$ cat config.mk
export PLATFORM = sky130hd
export DESIGN_NAME = capture_fifo
export DESIGN_NICKNAME = d
export VERILOG_FILES = /design/src/rtl/capture_pkg.sv /design/src/rtl/capture_fifo.sv
export SDC_FILE = /design/constraint.sdc
export NUM_CORES = 1
export LEC_CHECK = 0
export ABC_AREA = 1
export CELL_PAD_IN_SITES_DETAIL_PLACEMENT = 1
export CELL_PAD_IN_SITES_GLOBAL_PLACEMENT = 1
export CORE_MARGIN = 3
export CORE_UTILIZATION = 50
export DETAILED_ROUTE_END_ITERATION = 16
export DONT_BUFFER_PORTS = 1
export PLACE_DENSITY_LB_ADDON = 0.1
export SLEW_MARGIN = 5
export SYNTH_ARGS = -nofsm -noshare
export SYNTH_HDL_FRONTEND = slang
export SYNTH_SLANG_ARGS = --single-unit
$ cat constraint.sdc
create_clock -name clk -period 2.6 [get_ports clk]
set_input_delay 0.39 -clock clk [delete_from_list [all_inputs] [get_ports clk]]
set_output_delay 0.39 -clock clk [all_outputs]
set_load 0.005 [all_outputs]
$ cat src/rtl/capture_pkg.sv
// Shared types and elaboration helpers for the sample capture checker.
package capture_pkg;

  typedef enum logic [1:0] {
    IDLE = 2'd0,
    RUN  = 2'd1,
    DONE = 2'd2
  } cap_state_e;

  // True when v is a non-zero power of two.
  function automatic bit is_pow2(input int unsigned v);
    return (v != 32'd0) && ((v & (v - 32'd1)) == 32'd0);
  endfunction

endpackage

$ cat src/rtl/capture_fifo.sv
// Synchronous FIFO holding mismatch records; push while full is accepted
// only when a pop happens in the same cycle. Output is read straight from
// the storage registers, so a record is visible the cycle after its push.
module capture_fifo
  import capture_pkg::*;
#(
  parameter int unsigned WIDTH = 8,
  parameter int unsigned DEPTH = 4
) (
  input  logic             clk,
  input  logic             rst_n,
  input  logic             push_i,
  input  logic [WIDTH-1:0] wdata_i,
  input  logic             pop_i,
  output logic [WIDTH-1:0] rdata_o,
  output logic             empty_o,
  output logic             full_o
);

  localparam int unsigned AW = (DEPTH > 1) ? $clog2(DEPTH) : 1;
  localparam logic [AW:0] FULL_CNT = (AW + 1)'(DEPTH);

  if (!is_pow2(DEPTH) || (DEPTH < 2)) begin : g_depth_chk
    $error("capture_fifo: DEPTH must be a power of two and at least 2");
  end

  logic [WIDTH-1:0] mem_q [DEPTH];
  logic [AW-1:0]    wr_ptr_q;
  logic [AW-1:0]    rd_ptr_q;
  logic [AW:0]      count_q;
  logic             push_ok;
  logic             pop_ok;

  assign empty_o = (count_q == '0);
  assign full_o  = (count_q == FULL_CNT);
  assign pop_ok  = pop_i && !empty_o;
  assign push_ok = push_i && (!full_o || pop_ok);
  assign rdata_o = mem_q[rd_ptr_q];

  // Storage, pointers and occupancy; pointers wrap naturally (DEPTH is 2^AW).
  always_ff @(posedge clk or negedge rst_n) begin
    if (!rst_n) begin
      for (int i = 0; i < int'(DEPTH); i++) mem_q[i] <= '0;
      wr_ptr_q <= '0;
      rd_ptr_q <= '0;
      count_q  <= '0;
    end else begin
      if (push_ok) begin
        mem_q[wr_ptr_q] <= wdata_i;
        wr_ptr_q        <= wr_ptr_q + AW'(1);
      end
      if (pop_ok) rd_ptr_q <= rd_ptr_q + AW'(1);
      count_q <= count_q + (AW + 1)'(push_ok) - (AW + 1)'(pop_ok);
    end
  end

endmodule

==> results of run 1 <==
==> worst max-delay path: stages, from the launching register on <==
cell and delay, ns:
sky130_fd_sc_hd__dfrtp_1 0.37, sky130_fd_sc_hd__buf_4 0.20, sky130_fd_sc_hd__inv_1 0.45, sky130_fd_sc_hd__o21ai_0 0.19, sky130_fd_sc_hd__o22ai_1 0.19
==> timing repair <==
item | in CTS | in global routing
endpoints found under the hold margin | 39 | 0
setup endpoints to repair | 0 | 0
setup buffers | 0 | 0
hold buffers | 2 | 0
==> layout make-up <==
cell class	count	share of cell area
flip-flops and latches	39	0.4759
multi-input cells	169	0.4185
clock buffers	7	0.03722
well taps	48	0.02929
repair buffers	4	0.02196
inverters	8	0.01464
clock inverters	1	0.002441
==> registers in the layout (all words and copies together) (netlist names) <==
signal	cells
wr_ptr_q	2
count_q	3
mem_q	32
rd_ptr_q	2
==> per-layer routing <==
layer  part of all wire  vias up  track usage
met5                  0        -            0
li1                   -      775            -
met4              0.015        0      0.07543
met3              0.064        7      0.06969
met1               0.41      806       0.3023
met2               0.51       44       0.4000
==> Yosys cell counts, types with 2 or more instances <==
| library cell | instances | area (µm²) |
|---|---|---|
| sky130_fd_sc_hd__nand3_2 | 2 | 20.02 |
| sky130_fd_sc_hd__buf_4 | 2 | 15.01 |
| sky130_fd_sc_hd__o22ai_1 | 8 | 50.05 |
| sky130_fd_sc_hd__inv_1 | 8 | 30.03 |
| sky130_fd_sc_hd__nand2_1 | 75 | 281.5 |
| sky130_fd_sc_hd__buf_2 | 8 | 40.04 |
| sky130_fd_sc_hd__dfrtp_1 | 39 | 975.9 |
| sky130_fd_sc_hd__o21ai_0 | 17 | 85.08 |
| sky130_fd_sc_hd__nand4_1 | 32 | 200.2 |
| sky130_fd_sc_hd__nor2_1 | 17 | 63.81 |
| sky130_fd_sc_hd__ha_1 | 5 | 62.56 |
| sky130_fd_sc_hd__buf_6 | 5 | 56.30 |
| sky130_fd_sc_hd__xnor2_1 | 2 | 17.52 |
| sky130_fd_sc_hd__nand3_1 | 6 | 30.03 |
==> per-stage QoR <==
| step | area (µm²) | utilization | setup slack (ns) |
|---|---|---|---|
| 6_report | 2051 | 0.5478 | 0.5091 |
| 3_5_place_dp | 1939 | 0.5180 | 0.7024 |
| 2_1_floorplan | 1979 | - | 0.9247 |
| 4_1_cts | 2051 | 0.5478 | 0.5079 |
| 5_1_grt | 2051 | 0.5478 | 0.3540 |
| 3_3_place_gp | 1939 | 0.5180 | 0.7931 |
==> power groups by stage <==
stage / clock [mW] / combinational [mW] / sequential, mW
2_1_floorplan: 0 / 0.850 / 1.02
3_3_place_gp: 0 / 0.969 / 1.07
3_5_place_dp: 0 / 1.03 / 1.09
4_1_cts: 0.404 / 1.05 / 1.08
5_1_grt: 0.441 / 1.21 / 1.12
6_report: 0.393 / 1.04 / 1.08
==> cells by family after synthesis <==
| group | count (synthesis) | synth area share |
|---|---|---|
| flops | 39 | 0.4930 |
| buf+inv | 24 | 0.07332 |
| simple gates | 135 | 0.3104 |
| compound gates | 25 | 0.06827 |
| xor+xnor | 3 | 0.01328 |
| fa+ha+maj | 6 | 0.04172 |
==> path summary, 6_finish.rpt <==
path / slack (ns) / startpoint / to / cells after the start
setup / recovery: 0.51 / rd_ptr_q[0] / rdata_o[1] / 4
hold / removal: 0.24 / wdata_i[2] / mem_q[2] / 2
setup reg to reg: 0.69 / count_q[1] / count_q[2] / 7
hold reg to reg: 0.47 / mem_q[10] / mem_q[10] / 2
max in group asynchronous: 1.84 / rst_n / mem_q[21] / 2
min in group asynchronous: 0.54 / rst_n / mem_q[1] / 2
==> summary by stage, run 1 <==
Status
The run finished with clean final reports.

Clock tree
The register clock-pin slew on the reported worst setup and hold paths is 0.08 ns. The post-cts sizing count is 0. Clock tree synthesis found a total of 39 sinks.

TritonCTS created 5 clock buffers. The later-pin clock latency in the skew report is between 0.2 and 0.3 ns. The master cell of the clock root buffer is sky130_fd_sc_hd__clkbuf_8. The H-tree depth is 2.

No sink is reached through more buffers than the 2 on the longest clock path. TritonCTS built the clock tree.

Final layout
In the final layout, flip-flops and latches occupy 975.9 µm². The net total in the final layout is approximately 250. The antenna diode count is 0. In the final layout, the share of cells above drive strength 1 is 0.06140. The finished layout holds about 280 standard cells, fillers aside.

Compared with the post-synthesis result, the final layout area differs by 3.603%. Fill cells in the final layout number between 400 and 500. The most common cell after layout, fill and taps aside is sky130_fd_sc_hd__nand2_1. The footprint of the multi-input gates is about 860 µm². The library cells used most frequently in the layout, excluding fill and tap cells, are sky130_fd_sc_hd__nand2_1, sky130_fd_sc_hd__dfrtp_1, sky130_fd_sc_hd__nand4_1.

Timing
The fmax is ~480 MHz. In this run the tightest slew margin relative to its limit is 0.6181. The worst hold margin is 0.2389 ns.

The setup skew after layout is 0.008473 ns. The worst path in the final design needs a cycle of 2.091 ns, including I/O delays and setup. The final-layout setup total negative slack is 0 ns. For the pin with the worst max-slew slack, the measured transition is 0.5722 ns. Setup violations remaining at the end of the flow were counted as 0. The ratio of final minimum period to clock period is 0.8042.

The number of pins with negative max-slew slack in the final report was 0. Setup repair after global routing left no endpoint under its margin. The final hold violation count is 0.

Place
Routability-driven placement finished with a final weighted congestion of just under 0.8. In this run, placement finished with an instance count of 266. After legalization and detailed placement, the total HPWL measured 3.300 mm.

In this run the tool buffered the top-level ports with 0 buffer cells.

Route
The post-detailed-route via-to-cell ratio is 5.913. The remaining antenna violation count is 0. The number of DRC violations after detailed-routing iteration 0 is 129. The overall via count from detail_route is 1,632. The total DRC errors in the routed layout is 0. After detailed routing, the average wire length per cell comes to around 18 µm. The routed wire length is about 5 mm.

For this run, the detailed router's first-pass iteration total came to 4.

Logic synthesis
Yosys mapped the design onto 20 distinct sky130hd cell types. The total number of yosys warnings is 0. The commonest register cell after synthesis is sky130_fd_sc_hd__dfrtp_1. In the synthesized netlist, the number of instances is about 230. A synthesized cell averages 8.532 µm². The sequential share of the synthesized area is 0.4930. The summed instance area of the synthesized netlist is 0.001979 mm². The count of flip-flops with a built-in enable after synthesis is 0.

The flop and latch count out of synthesis is 39. Counting flops with an async set or reset pin after synthesis yields a share of 1.000. The number of nets in the synthesized netlist is 250.

Setup path
The worst setup path is launched from a flop. STA puts the critical path data arrival time at about 1.7 ns. The endpoint kind of the worst setup timing path is an output pin. The critical-path maximum fanout is 18. The kind of critical path is flop to output pin. The data required time at the worst endpoint is ~2.2 ns.

Global route
The largest net degree at the start of global routing is 42. For this run, the total global-route usage over all layers was measured as 0.2411. The first global-routing pass estimated 8.217 mm of wire. The via count of the first global-routing pass is 1,674. The number of antenna violations at the first check in global routing is 0.

The residual overflow from global routing is 0.

Power
The ratio of total power to cell area is 1225 mW/mm². The clock network fraction of total power is 0.157. Total power for the finished layout comes to 2.512 mW. The internal portion of the total power is ~1.4 mW.

The standby leakage power is 1.031 nW. The fraction of power consumed by sequential logic is 0.431. The combinational share of power is 0.413.

Of the total power, the share spent switching nets is 0.4281. Summed over all nets, the switching power comes to 1.075 mW. The worst-case IR drop observed on VDD is 0.5898 mV.

Floorplan
The overall die height is 68.92 µm. The initial utilization of the core area, before any placement, comes to 0.5287. The core outline area is 0.003744 mm². The overall die area is 0.004750 mm².

The cell row count is 22. The count of pins on the block boundary is 22. Measured along the x axis, the die boundary spans 68.92 µm.

Flow run
The total of max-cap violations is 0.

Min path
The path type of the worst min-delay path is input port to flop.
No activity file was read; power rests on OpenSTA's default activity.
==> run 2, diff against run 1 <==
ABC_AREA = 0   (was 1)
CORE_UTILIZATION = 52   (was 50)
clock period = 2.1 ns   (was 2.6 ns; I/O delays follow)
==> run 2 against run 1 <==
Net effect:
- clock power fell by 8.7%
- count of clock-buffer cells in the layout is the same
- worst hold slack lost 0.14 ns
- sequential cell count did not move
- synthesized area shrank 9.7%
- largest cell class unchanged
==> summary by stage, run 2 <==
Timing
The worst path in the final design needs a cycle of 2.005 ns, including I/O delays and setup. The slew at the pin with the worst max-slew slack is 0.5433 ns. Static timing analysis puts the maximum clock frequency at 498.8 MHz. Across all hold checks on the routed design, the worst slack comes to 0.09401 ns. The final-layout setup total negative slack is 0 ns. The final hold violation count is 0. The number of pins with negative max-slew slack in the final report is 0.

In this run the tightest slew margin relative to its limit is 0.6374. Of the available clock period, the critical path in the final layout requires 0.9547. The setup skew after layout is 0.01526 ns. The final setup violation count is 0.

Power
Internal power comes to 2.035 mW. The fraction of power consumed by sequential logic is 0.480. Of the total power, the share spent switching nets is 0.3300. The ratio of total power to cell area is 1539 mW/mm². The share of total power dissipated in combinational logic is 0.402.

The total power consumption of the routed design is 3.038 mW. The clock network fraction of total power is 0.118. The net switching power figure is 1.002 mW. VDD sags by at most 0.6230 mV. In this run the static leakage power is 0.8305 nW.

Status
The flow ran to the end, and the final reports show no timing, DRC or antenna violations.

Place
The number of buffer cells added on primary ports is 0. The instance area at placement is 0.001864 mm². The placer congestion estimate is 0.7001. The post-detailed-placement half-perimeter wirelength is 2.544 mm.

Setup path
The capture point of the critical path is count_q[2]. The worst flop-to-flop path startpoint is count_q[1]. The critical path buffer and inverter count is 0.

For the worst setup path, the data required time is 2.37 ns. Broken down by cell family, the worst path's largest delay share belongs to adder cells. In this run the worst setup path begins at count_q[1].

The critical-path maximum fanout is 4. STA classifies the critical path endpoint as a flop. The cell occurring most often along the worst timing path is sky130_fd_sc_hd__xnor2_1. For the worst flop-to-flop path, the logic depth is 7.

The destination of the worst register-to-register timing path is count_q[2]. The slowest library cell on the worst path is sky130_fd_sc_hd__dfrtp_2. Data arrives at the worst endpoint at roughly 2.3 ns.

The delay of the slowest cell on the worst path is 0.46 ns. The critical path in this run is classified as flop to flop. The internal reg-to-reg setup slack is 0.1 ns.

The number of gates on the worst path with buffers counted is 7. The signal on the critical path passes through nor4b_4, nand2b_4, mux2i_1, ha_1, fa_1, xnor2_1, xnor2_1. The worst setup path is launched from a flop.

Logic synthesis
Counting instances in the post-synthesis netlist gives the leading cell types as sky130_fd_sc_hd__dfrtp_1, sky130_fd_sc_hd__mux2_2, sky130_fd_sc_hd__mux4_2. After synthesis, the share of flip-flops with an asynchronous set or reset is 1.000. Of the synthesized area, sequential elements account for 0.5458. The number of different library cells used by synthesis comes to 20. The most used flip-flop cell after synthesis is sky130_fd_sc_hd__dfrtp_1. The dominant cell type by area after synthesis is sky130_fd_sc_hd__dfrtp_1.

Synthesis produced a netlist with a net count of 130. The synthesized netlist occupies a cell area of 0.001788 mm². By instance count, the leading cell after synthesis is sky130_fd_sc_hd__dfrtp_1.

The total number of yosys warnings is 0. The flop and latch count out of synthesis is 39. By area the synthesized netlist is led by sky130_fd_sc_hd__dfrtp_1, sky130_fd_sc_hd__mux2_2, sky130_fd_sc_hd__mux4_2.

Dividing the synthesized area by the synthesized cell count gives 15.96 µm². Counting flops with a built-in enable in the synthesized netlist gives 0. In the synthesized netlist, the number of instances is 112.

The portion of synthesized cell area occupied by the leading cell type is 0.5458.

Min path
In this run the most critical hold path is launched from wdata_i[0]. The path type of the worst min-delay path is input port to flop.

Global route
Entering global routing, the biggest net connects 40 pins. The number of antenna violations at the first check in global routing is 0. Summed over all layers, the global routing overflow is 0. For this run, the total global-route usage over all layers was measured as 0.1974. The via count of the first global-routing pass is 1,130. The wire length of the first global-routing pass is 5.796 mm.

Final layout
In the final layout, the share of cells above drive strength 1 is 0.4841. The count of fill cells added during filler insertion is 309. The final cell area excluding filler cells is 0.001973 mm². Counting flops per register, the top entry is mem_q. The growth of design area from synthesis to finish is 10.36%.

The largest registers in the layout are mem_q x32, count_q x3. The top cell types in the final layout, fill and taps aside, are sky130_fd_sc_hd__dfrtp_1, sky130_fd_sc_hd__mux2_2, sky130_fd_sc_hd__mux4_2. The register with the most flip-flops in the layout has 32 of them. The net count of the finished layout is 143. The most common cell after layout, fill and taps aside is sky130_fd_sc_hd__dfrtp_1. The antenna diode count is 0.

Route
In the final routed layout, each cell accounts on average for 20.80 µm. The routed design has about 3.5 mm of wire. The overall via count from detail_route is 963. In this run, the number of DRC markers left after iteration 0 of detailed routing was 16. The amount of wire on met3 after detailed routing is 127 µm. The first detailed-routing pass ran for 3 iterations.

The total met2 wirelength after detailed routing is 2.054 mm. After detailed routing, the number of remaining DRC violations is 0. The highest routing layer actually used is met4. The remaining antenna violation count is 0. The detailed-routing wirelength on met1 is 1.310 mm.

The post-detailed-route via-to-cell ratio is 5.665.

Floorplan
In this run the core area contains 20 standard-cell rows. The region available for standard cell placement spans 0.003153 mm². The die is approximately 65 µm tall.

For this configuration, the core starts out at a cell density of 0.5671. The floorplan step defined a die boundary enclosing between 0.004 and 0.005 mm². 22 I/O pins were placed.

In this run the horizontal extent of the chip is 64.64 µm.

Clock tree
In this run the number of H-tree levels came out at 2. The master cell of the clock root buffer is sky130_fd_sc_hd__clkbuf_4. Counting along the longest clock path gives a buffer depth of 2. The clock net in this run drives a total of 39 sinks.

At the later pin of the worst-skew pair, clock insertion delay measures 0.34 ns. Counting the buffers created by CTS gives 5. The register clock-pin slew on the reported worst setup and hold paths is 0.11 ns.

The CTS tree is done.

Flow run
The total of max-cap violations is 0.
[run 2: changes by cell type after synthesis, moves of 6 or more]
cell	previous run	this run
sky130_fd_sc_hd__nor2_1	17	0
sky130_fd_sc_hd__o22ai_1	8	0
sky130_fd_sc_hd__nand2_1	75	4
sky130_fd_sc_hd__nand3_1	6	0
sky130_fd_sc_hd__mux2_2	0	31
sky130_fd_sc_hd__o21ai_0	17	0
sky130_fd_sc_hd__mux4_2	0	8
sky130_fd_sc_hd__nand4_1	32	0
sky130_fd_sc_hd__buf_2	8	1
[run 2: routing by layer]
metal	GRT usage	vias up
met5	0	-
met4	0.05541	0
met1	0.2140	511
met3	0.06066	5
li1	-	428
met2	0.3686	19
[run 2: area by class of cell]
type,instances,area [µm²],area share
Inverter,3,11.26,0.005707
Sequential cell,39,977.2,0.4952
Clock inverter,1,5.005,0.002536
Tap cell,44,55.05,0.02790
Timing Repair Buffer,8,75.07,0.03805
Multi-Input combinational cell,68,804.5,0.4077
Clock buffer,7,45.04,0.02283
[run 2: kinds of logic (layout without fill, tap and decap cells)]
logic type | Yosys count | count (layout) | share of synthesized area
XOR/XNOR | 5 | 5 | 0.02449
buffers and inverters | 5 | 19 | 0.01119
AND/OR/NAND/NOR | 15 | 15 | 0.05808
adder cells (fa/ha/maj) | 6 | 6 | 0.04619
flip-flops | 39 | 39 | 0.5458
multiplexers | 42 | 42 | 0.3142
[run 2: stage by stage]
step | cells | setup slack [ns] | utilization
finish | 170 | 0.09522 | 0.6258
global route | 170 | -0.01895 | 0.6258
CTS | 168 | 0.02136 | 0.6167
detailed placement | 158 | 0.04256 | 0.5913
global placement | 158 | 0.1771 | 0.5913
floorplan | 112 | 0.06514 | -
[run 2: repair_timing]
action | CTS | global route
endpoints found under the setup margin | 0 | 1
setup buffers | 0 | 2
resized for setup | 0 | 4
endpoints found under the hold margin | 39 | 0
hold buffers | 2 | 0
[run 2: power by group through the flow]
stage / Clock, mW / Combinational [mW] / Sequential (mW)
3_5_place_dp: 0 / 1.20 / 1.48
3_3_place_gp: 0 / 1.13 / 1.41
5_1_grt: 0.404 / 1.35 / 1.52
2_1_floorplan: 0 / 1.02 / 1.31
6_report: 0.359 / 1.22 / 1.46
4_1_cts: 0.372 / 1.23 / 1.46
[run 2: how the worst min path moves through the flow]
stage	endpoint	slack, ns	cells past startpoint
2_1_floorplan	count_q[0]	0.02	0
3_3_place_gp	count_q[2]	0.02	0
3_5_place_dp	mem_q[31]	0.02	0
4_1_cts	mem_q[0]	0.08	1
5_1_grt	mem_q[0]	0.07	1
6_report	mem_q[0]	0.09	1
